[src/rtl/riscv_enc_pkg.sv]
// Shared RV32I encoding constants, op classes and loader state type.
// Opcodes must stay in step with controlDecoder.
package riscv_enc_pkg;

  typedef enum logic [1:0] {
    OpLw    = 2'd0,
    OpSw    = 2'd1,
    OpRtype = 2'd2,
    OpBeq   = 2'd3
  } op_class_t;

  localparam logic [6:0] OPC_LOAD   = 7'b0000011;
  localparam logic [6:0] OPC_STORE  = 7'b0100011;
  localparam logic [6:0] OPC_RTYPE  = 7'b0110011;
  localparam logic [6:0] OPC_BRANCH = 7'b1100011;

  typedef enum logic [1:0] {
    StIdle  = 2'd0,
    StLoad  = 2'd1,
    StDrain = 2'd2,
    StDone  = 2'd3
  } loader_state_t;

endpackage

[src/rtl/instr_encoder.sv]
// Combinational RV32I encoder: instruction fields to a 32-bit machine word.
module instr_encoder
  import riscv_enc_pkg::*;
(
  input  op_class_t   op,
  input  logic [4:0]  rd,
  input  logic [4:0]  rs1,
  input  logic [4:0]  rs2,
  input  logic [2:0]  funct3,
  input  logic [6:0]  funct7,
  input  logic [12:0] imm,
  output logic [31:0] word
);

  always_comb begin
    word = '0;
    unique case (op)
      OpLw:    word = {imm[11:0], rs1, funct3, rd, OPC_LOAD};
      OpSw:    word = {imm[11:5], rs2, rs1, funct3, imm[4:0], OPC_STORE};
      OpRtype: word = {funct7, rs2, rs1, funct3, rd, OPC_RTYPE};
      OpBeq:   word = {imm[12], imm[10:5], rs2, rs1, funct3, imm[4:1], imm[11], OPC_BRANCH};
    endcase
  end

endmodule

[src/rtl/imem_program_loader.sv]
// Streams encoded instructions into instruction memory, one per cycle, holding the CPU
// off via busy. Optional immediate range/alignment checking under LOADER_IMM_CHECK_EN.
module imem_program_loader
  import riscv_enc_pkg::*;
#(
  parameter int unsigned DEPTH  = 64,
  parameter int unsigned ADDR_W = $clog2(DEPTH)
) (
  input  logic              clk,
  input  logic              reset,
  input  logic              start,
  input  logic              in_valid,
  output logic              in_ready,
  input  logic              in_last,
  input  logic [1:0]        in_op,
  input  logic [4:0]        in_rd,
  input  logic [4:0]        in_rs1,
  input  logic [4:0]        in_rs2,
  input  logic [2:0]        in_funct3,
  input  logic [6:0]        in_funct7,
  input  logic [12:0]       in_imm,
  output logic              imem_we,
  output logic [ADDR_W-1:0] imem_addr,
  output logic [31:0]       imem_wdata,
  output logic              busy,
  output logic              done,
  output logic [ADDR_W:0]   count,
  output logic              err
);

  localparam logic [ADDR_W:0] DepthCnt = (ADDR_W + 1)'(DEPTH);

  loader_state_t   stateQ;
  logic [ADDR_W:0] countQ;
  logic            ovfQ;
  logic [31:0]     encWord;
  logic            accept;
  logic            immBad;

  instr_encoder uEnc (
    .op     (op_class_t'(in_op)),
    .rd     (in_rd),
    .rs1    (in_rs1),
    .rs2    (in_rs2),
    .funct3 (in_funct3),
    .funct7 (in_funct7),
    .imm    (in_imm),
    .word   (encWord)
  );

  assign in_ready = (stateQ == StLoad) && (countQ < DepthCnt);
  assign accept   = in_valid && in_ready;
  assign busy     = (stateQ == StLoad) || (stateQ == StDrain);
  assign done     = (stateQ == StDone);
  assign count    = countQ;

`ifdef LOADER_IMM_CHECK_EN
  // LW/SW immediates must fit 12-bit signed; branch targets must be halfword aligned.
  always_comb begin
    immBad = 1'b0;
    case (op_class_t'(in_op))
      OpLw, OpSw: immBad = in_imm[12] ^ in_imm[11];
      OpBeq:      immBad = in_imm[0];
      default:    immBad = 1'b0;
    endcase
  end
`else
  assign immBad = 1'b0;
`endif

  always_ff @(posedge clk) begin
    if (reset) begin
      stateQ     <= StIdle;
      countQ     <= '0;
      ovfQ       <= 1'b0;
      err        <= 1'b0;
      imem_we    <= 1'b0;
      imem_addr  <= '0;
      imem_wdata <= '0;
    end else begin
      imem_we <= 1'b0;
      case (stateQ)
        StIdle, StDone: begin
          if (start) begin
            stateQ <= StLoad;
            countQ <= '0;
            ovfQ   <= 1'b0;
            err    <= 1'b0;
          end
        end
        StLoad: begin
          if (accept) begin
            imem_we    <= 1'b1;
            imem_addr  <= countQ[ADDR_W-1:0];
            imem_wdata <= encWord;
            countQ     <= countQ + 1'b1;
            if (immBad) err <= 1'b1;
            if (in_last || (countQ + 1'b1 == DepthCnt)) begin
              stateQ <= StDrain;
              ovfQ   <= !in_last;
            end
          end
        end
        StDrain: begin
          stateQ <= StDone;
          if (ovfQ) err <= 1'b1;
        end
        default: stateQ <= StIdle;
      endcase
    end
  end

endmodule

[config.mk]
export PLATFORM = sky130hd
export DESIGN_NAME = imem_program_loader
export DESIGN_NICKNAME = d
export VERILOG_FILES = /design/src/rtl/riscv_enc_pkg.sv /design/src/rtl/instr_encoder.sv /design/src/rtl/imem_program_loader.sv
export SDC_FILE = /design/constraint.sdc
export NUM_CORES = 1
export LEC_CHECK = 0
export ABC_AREA = 1
export ABC_CLOCK_PERIOD_IN_PS = 3400
export CORE_MARGIN = 2
export CORE_UTILIZATION = 35
export CTS_CLUSTER_DIAMETER = 80
export DETAILED_ROUTE_END_ITERATION = 6
export GPL_ROUTABILITY_DRIVEN = 0
export PLACE_DENSITY = 0.76
export RECOVER_POWER = 25
export SLEW_MARGIN = 40
export SYNTH_ARGS = -nofsm -noshare
export SYNTH_HDL_FRONTEND = slang
export SYNTH_SLANG_ARGS = --single-unit
[constraint.sdc]
create_clock -name clk -period 3.4 [get_ports clk]
set_input_delay 0.68 -clock clk [delete_from_list [all_inputs] [get_ports clk]]
set_output_delay 0.68 -clock clk [all_outputs]
set_load 0.05 [all_outputs]
==> results of run 1 <==
==> logic make-up (layout without fill, tap and decap cells) <==
group / count (synthesis) / after routing / share of synthesized area (%)
flip-flops: 47 / 47 / 44.95
buffers and inverters: 45 / 132 / 9.085
AO/OA/AOI/OAI: 71 / 71 / 19.43
other: 1 / 2 / 0.1791
AND/OR/NAND/NOR: 116 / 116 / 23.37
adder cells (fa/ha/maj): 5 / 5 / 2.989
==> placed cells by master (no fill, tap or decap), types with 5 or more instances in the layout <==
master           count
ha_1                 5
dlygate4sd3_1        9
o21ai_0             22
nand3_1             20
a31oi_1              5
clkdlybuf4s50_1     83
inv_1               28
dfxtp_1             47
clkbuf_8             6
nor2_1              17
o211ai_1            11
a21oi_1             28
nand2_1             74
==> per-layer routing <==
metal  vias to the layer above  track usage [%]  share of wire [%]  wire (um)
met2                        68            29.26                 47       2597
met1                       984            22.09                 45       2467
met3                        12            4.333                6.1        337
met4                         0            5.085                1.5         85
met5                         -                0                  0          0
li1                       1107                -                  -          -
==> where the power goes <==
part | switching (mW) | internal, mW | total, mW
Sequential | 0.0600 | 0.643 | 0.703
Combinational | 0.666 | 0.324 | 0.990
Clock | 0.172 | 0.160 | 0.331
==> through the flow <==
step	cell area, sq um	setup WS [ps]	utilization [%]
2_1_floorplan	2097	1486	-
3_3_place_gp	3058	989.8	52.27
3_5_place_dp	3058	874.9	52.27
4_1_cts	3146	753.2	53.76
5_1_grt	3136	442.3	53.59
6_report	3136	752.4	53.59
==> registers in the layout, indices dropped and copies added (netlist names) <==
| register | cells |
|---|---|
| imem_addr | 6 |
| ovfQ | 1 |
| imem_we | 1 |
| count | 7 |
| stateQ | 2 |
| err | 1 |
| imem_wdata | 29 |
==> worst max path at each step <==
stage                          from             end  slack, ps  depth (start not counted)
after floorplan           stateQ[0]        count[5]       1490                         10
after global placement     in_op[0]  imem_wdata[23]        990                          7
after detailed placement   in_op[0]  imem_wdata[20]        870                          7
after CTS                 stateQ[0]        in_ready        750                          4
after global routing      stateQ[0]  imem_wdata[26]        440                          9
final                      in_valid  imem_wdata[26]        750                          7
==> final cells by class <==
type | instances | area, sq um | area share (%)
Timing Repair Buffer | 95 | 943.4 | 30.09
Sequential cell | 47 | 940.9 | 30.01
Clock inverter | 1 | 5.005 | 0.1596
Tap cell | 75 | 93.84 | 2.993
Multi-Input combinational cell | 194 | 955.9 | 30.49
Clock buffer | 6 | 82.58 | 2.634
Inverter | 30 | 113.9 | 3.631
==> worst max-delay path: cells and delay by family <==
family	cells	cell delay (ps)
AND/OR/NAND/NOR	2	420
buffers and inverters	4	1640
AO/OA/AOI/OAI	1	80
==> impl_metrics.csv, run 1 <==
group,metric,value,unit
clock_tree,cts_setup_buffers,0,
yosys,ys.warnings.count,0,
final_layout,nNetsFinal,423,
clock_tree,clockRootBuffer,"clkbuf_8",
status,status,"finished clean",
final_layout,finalNonFillerCells,448,
routing,postRouteWirelength,5488,um
yosys,async_flop_share,0,%
final_layout,nFillCells,561,
timing,fmax,377.7,MHz
yosys,syn_avg_cell_area,7.345,sq um
timing,hold_viol_final,0,
timing,tightest_slew,886.0,ps
worst_setup_path,cp_max_fo,34,
worst_setup_path,cpMostUsedCell,"inv_1",
worst_setup_path,max_stage_delay,810,ps
timing,period_share,77.87,%
floorplan,die_y,81.34,um
grt,grt_pass1_wl,9170,um
final_layout,diodes,0,
yosys,synth_seq_area_share,44.95,%
clock_tree,cts_tree,"done",
min_path,min_path_cells,2,
routing,vias,2171,
timing,post-route-min-period,2648,ps
power_and_ir_drop,leakage,1.292,nW
worst_setup_path,crit_path_end_kind,"flip-flop",
floorplan,start_util,35.78,%
routing,first_pass_iters,4,
worst_setup_path,timing.rr.start,"stateQ[0]",
grt,antenna_found_initial,0,
worst_setup_path,r2r_setup_slack,770,ps
yosys,synth_area,2093,sq um
yosys,synth_seq_cells,47,
yosys,synth_most_common_cell,"nand2_1",
timing,finalSetupTns,0,ps
floorplan,core-area,5851,sq um
clock_tree,path_clk_slew,80,ps
worst_setup_path,crit_arrival,2830,ps
routing,drc,0,
clock_tree,ctsHoldBuffers,0,
clock_tree,clockBufferDepth,2,
timing,rsz0062_at_grt,"false",
routing,wl_per_cell,12.25,um
worst_setup_path,start_kind,"input port",
floorplan,die_w,81.34,um
worst_setup_path,reg2reg_depth,9,
min_path,hp-start,"ovfQ",
floorplan,dieArea,6615,sq um
place,dp_cells,441,
floorplan,rows,28,
timing,setup_viol,0,
job,drv_cap,0,
place,dp_hpwl,4152,um
worst_setup_path,crit_type,"input port to flip-flop",
min_path,hp-class,"flip-flop to flip-flop",
floorplan,io_pins,95,
timing,skew,2.908,ps
yosys,netlist.area_leader.share,44.95,%
min_path,min_to,"ovfQ",
grt,overflow,0,
worst_setup_path,crit_slowest_cell,"inv_1",
worst_setup_path,crit_chain,"clkdlybuf4s50_1, nand2_1, inv_1, buf_4, nand3_1, o211ai_1, inv_1",
power_and_ir_drop,peakVddDrop,0.0004381,V
yosys,yosys.area.top_type,"dfxtp_1",
yosys,synthTopCellsByCount,"nand2_1 (73), dfxtp_1 (47), a21oi_1 (28), inv_1 (28), o21ai_0 (22)",
yosys,synth-edff-count,0,
timing,whs,463.4,ps
clock_tree,cts_buffers,5,
grt,grt_usage,17.44,%
routing,final_antenna_net_count,0,
clock_tree,htreeDepth,2,
final_layout,drive_above_1_share,4.558,%
timing,slew_violations,0,
clock_tree,cts_resized,0,
worst_setup_path,cp.required,3580,ps
worst_setup_path,r2r_end,"imem_wdata[26]",
yosys,netlist_top_cells_area,"dfxtp_1 (45%), nand2_1 (13%), a21oi_1 (6.7%), o21ai_0 (5.3%), inv_1 (5.0%)",
clock_tree,clock_sinks,47,
power_and_ir_drop,fin_total_pwr,2.024,mW
yosys,synth_cell_types,27,
grt,grt_pass1_vias,2097,
routing,via_per_inst,4.846,
final_layout,areaGrowthSynthToFinish,49.79,%
yosys,synth_top_flop_cell,"dfxtp_1",
yosys,synth_cells,285,
place,port_buffers,92,
timing,slew_headroom,40.87,%
power_and_ir_drop,p_per_area,645.6,nW/um^2
grt,grt_max_degree,35,
clock_tree,worstSkewPairLatency,290,ps
routing,first_iter_violations,90,
(Power assumes the default switching activity.)
==> run 2: changes to the inputs <==
- ABC_CLOCK_PERIOD_IN_PS: 3400 -> 2400
- PLACE_DENSITY: 0.76 -> 0.79
- clock period: 3.4 -> 2.4 ns (I/O delays scaled with it)
==> run 2 against run 1 <==
Combinational power up 41%. Count of clock-buffer cells in the layout up 2. Worst setup slack worse by 490 ps. Sequential power up 42%. Wire length up 0.38%. Worst hold slack better by 4.1 ps. Via count down 0.23%. Sequential cell count unchanged. Die area unchanged. Power up 43%. Register-to-register slack worse by 410 ps. Final cell count up 1.1%.
==> impl_metrics.csv, run 2 (same netlist as run 1, synthesis figures left out) <==
group,metric,value,unit
timing,finalSetupTns,0,ps
worst_setup_path,crit_arrival,1660,ps
routing,postRouteWirelength,5509,um
timing,tightest_slew,593.4,ps
routing,routed.top_layer,"met4",
routing,vias,2166,
routing,wl_met3,384,um
clock_tree,ctsHoldBuffers,0,
floorplan,die_y,81.34,um
worst_setup_path,cp_max_fo,5,
final_layout,mostFrequentLayoutCells,"clkdlybuf4s50_1 (90), nand2_1 (75), dfxtp_1 (47), inv_1 (29), a21oi_1 (28)",
clock_tree,worstSkewPairLatency,290,ps
power_and_ir_drop,internal_power,1.630,mW
timing,period_share,89.11,%
worst_setup_path,crit_path_end_kind,"output port",
grt,antenna_found_initial,0,
routing,met2_length,2518,um
timing,fmax,467.6,MHz
job,drv_cap,0,
timing,setup_viol,0,
worst_setup_path,max_stage_delay,790,ps
clock_tree,clockBufferDepth,2,
worst_setup_path,crit_chain,"ha_1, clkdlybuf4s50_1",
power_and_ir_drop,peakVddDrop,0.0005050,V
routing,first_pass_iters,4,
clock_tree,cts_resized,0,
clock_tree,clockRootBuffer,"clkbuf_8",
timing,slew_headroom,60.61,%
min_path,hp-class,"flip-flop to flip-flop",
floorplan,io_pins,95,
grt,grt_usage,17.48,%
final_layout,regMostFlops,"imem_wdata",
final_layout,nNetsFinal,427,
clock_tree,cts_tree,"done",
worst_setup_path,start_kind,"flip-flop",
floorplan,die_w,81.34,um
place,dp_hpwl,4005,um
place,port_buffers,92,
power_and_ir_drop,leakage,1.305,nW
place,post_dp_cell_area,3095,sq um
power_and_ir_drop,combPwrFrac,48.1,%
timing,skew,8.802,ps
grt,grt_pass1_wl,9052,um
floorplan,core-area,5851,sq um
final_layout,areaGrowthSynthToFinish,51.88,%
power_and_ir_drop,power.net_switching,1.274,mW
routing,wl_per_cell,12.16,um
routing,drc,0,
clock_tree,htreeDepth,2,
grt,grt_max_degree,45,
status,status,"finished clean",
routing,wl_met1,2524,um
power_and_ir_drop,swShare,43.87,%
power_and_ir_drop,p_per_area,913.7,nW/um^2
grt,grt_pass1_vias,1998,
clock_tree,path_clk_slew,80,ps
final_layout,largest_reg_flops,29,
grt,overflow,0,
final_layout,multi_input_area,953.4,sq um
floorplan,dieArea,6615,sq um
final_layout,drive_above_1_share,5.556,%
timing,whs,467.5,ps
final_layout,stdcell_area,3179,sq um
clock_tree,cts_setup_buffers,0,
worst_setup_path,crit_type,"flip-flop to output port",
routing,final_antenna_net_count,0,
timing,post-route-min-period,2139,ps
worst_setup_path,crit_slowest_cell,"clkdlybuf4s50_1",
power_and_ir_drop,fin_total_pwr,2.905,mW
final_layout,final_common_cell,"clkdlybuf4s50_1",
final_layout,nFillCells,561,
timing,slew_violations,0,
timing,hold_viol_final,0,
clock_tree,clock_sinks,47,
floorplan,rows,28,
power_and_ir_drop,pwr-share-seq,34.4,%
timing,rsz0062_at_grt,"false",
final_layout,seqCellArea,940.9,sq um
clock_tree,cts_buffers,5,
power_and_ir_drop,clkPwrFrac,17.5,%
routing,first_iter_violations,156,
final_layout,diodes,0,
floorplan,start_util,35.78,%
routing,via_per_inst,4.781,
worst_setup_path,cp.required,1920,ps
[run 2: cell types whose count changed in the layout (fill, tap and decap cells not counted)]
cell             delta
buf_4               +4
nand2_1             +1
clkinvlp_2          -1
nor2_2              +1
nand2_4             +1
clkinv_1            -1
clkdlybuf4s50_1     +7
nor2_4              -1
nand2_2             -2
inv_1               +1
buf_12              +1
dlygate4sd3_1       -9
clkbuf_1            +2
clkbuf_8            +1
[run 2: path summary, 6_finish.rpt]
path | start | endpoint | slack, ps | depth (start not counted)
worst max-delay path | stateQ[0] | done | 260 | 2
worst max register to register | stateQ[0] | imem_wdata[24] | 360 | 9
worst min register to register | imem_wdata[4] | imem_wdata[4] | 470 | 2
worst min-delay path | imem_wdata[4] | imem_wdata[4] | 470 | 2
[run 2: per-stage QoR]
| stage | std cells | util [%] | worst slack (ps) |
|---|---|---|---|
| 2_1_floorplan | 286 | - | 485.9 |
| 3_3_place_gp | 445 | 52.91 | 459.0 |
| 3_5_place_dp | 445 | 52.91 | 431.1 |
| 4_1_cts | 453 | 54.62 | 245.5 |
| 5_1_grt | 453 | 54.34 | 142.7 |
| 6_report | 453 | 54.34 | 261.3 |
[run 2: per-layer routing]
metal	vias up	global-route usage [%]
met3	10	4.667
met5	-	0
met4	0	4.915
met1	969	22.66
li1	1112	-
met2	75	28.52
[run 2: area by class of cell]
class | count | share of cell area [%]
clock buffers | 8 | 3.148
flip-flops and latches | 47 | 29.59
multi-input cells | 194 | 29.99
well taps | 75 | 2.952
inverters | 30 | 3.581
repair buffers | 99 | 30.74
[run 2: worst max-delay path: cells and delay by family, from the launching register on]
family     cells  cell delay (ps)
flops          1              410
fa+ha+maj      1              170
buf+inv        1              790
[run 2: power by group through the flow]
stage | sequential (mW) | clock [mW] | combinational (mW)
floorplan | 1.39 | 0 | 0.595
global placement | 1.02 | 0 | 1.41
detailed placement | 1.01 | 0 | 1.43
CTS | 1.00 | 0.522 | 1.43
global route | 1.02 | 0.551 | 1.52
finish | 1.00 | 0.508 | 1.40
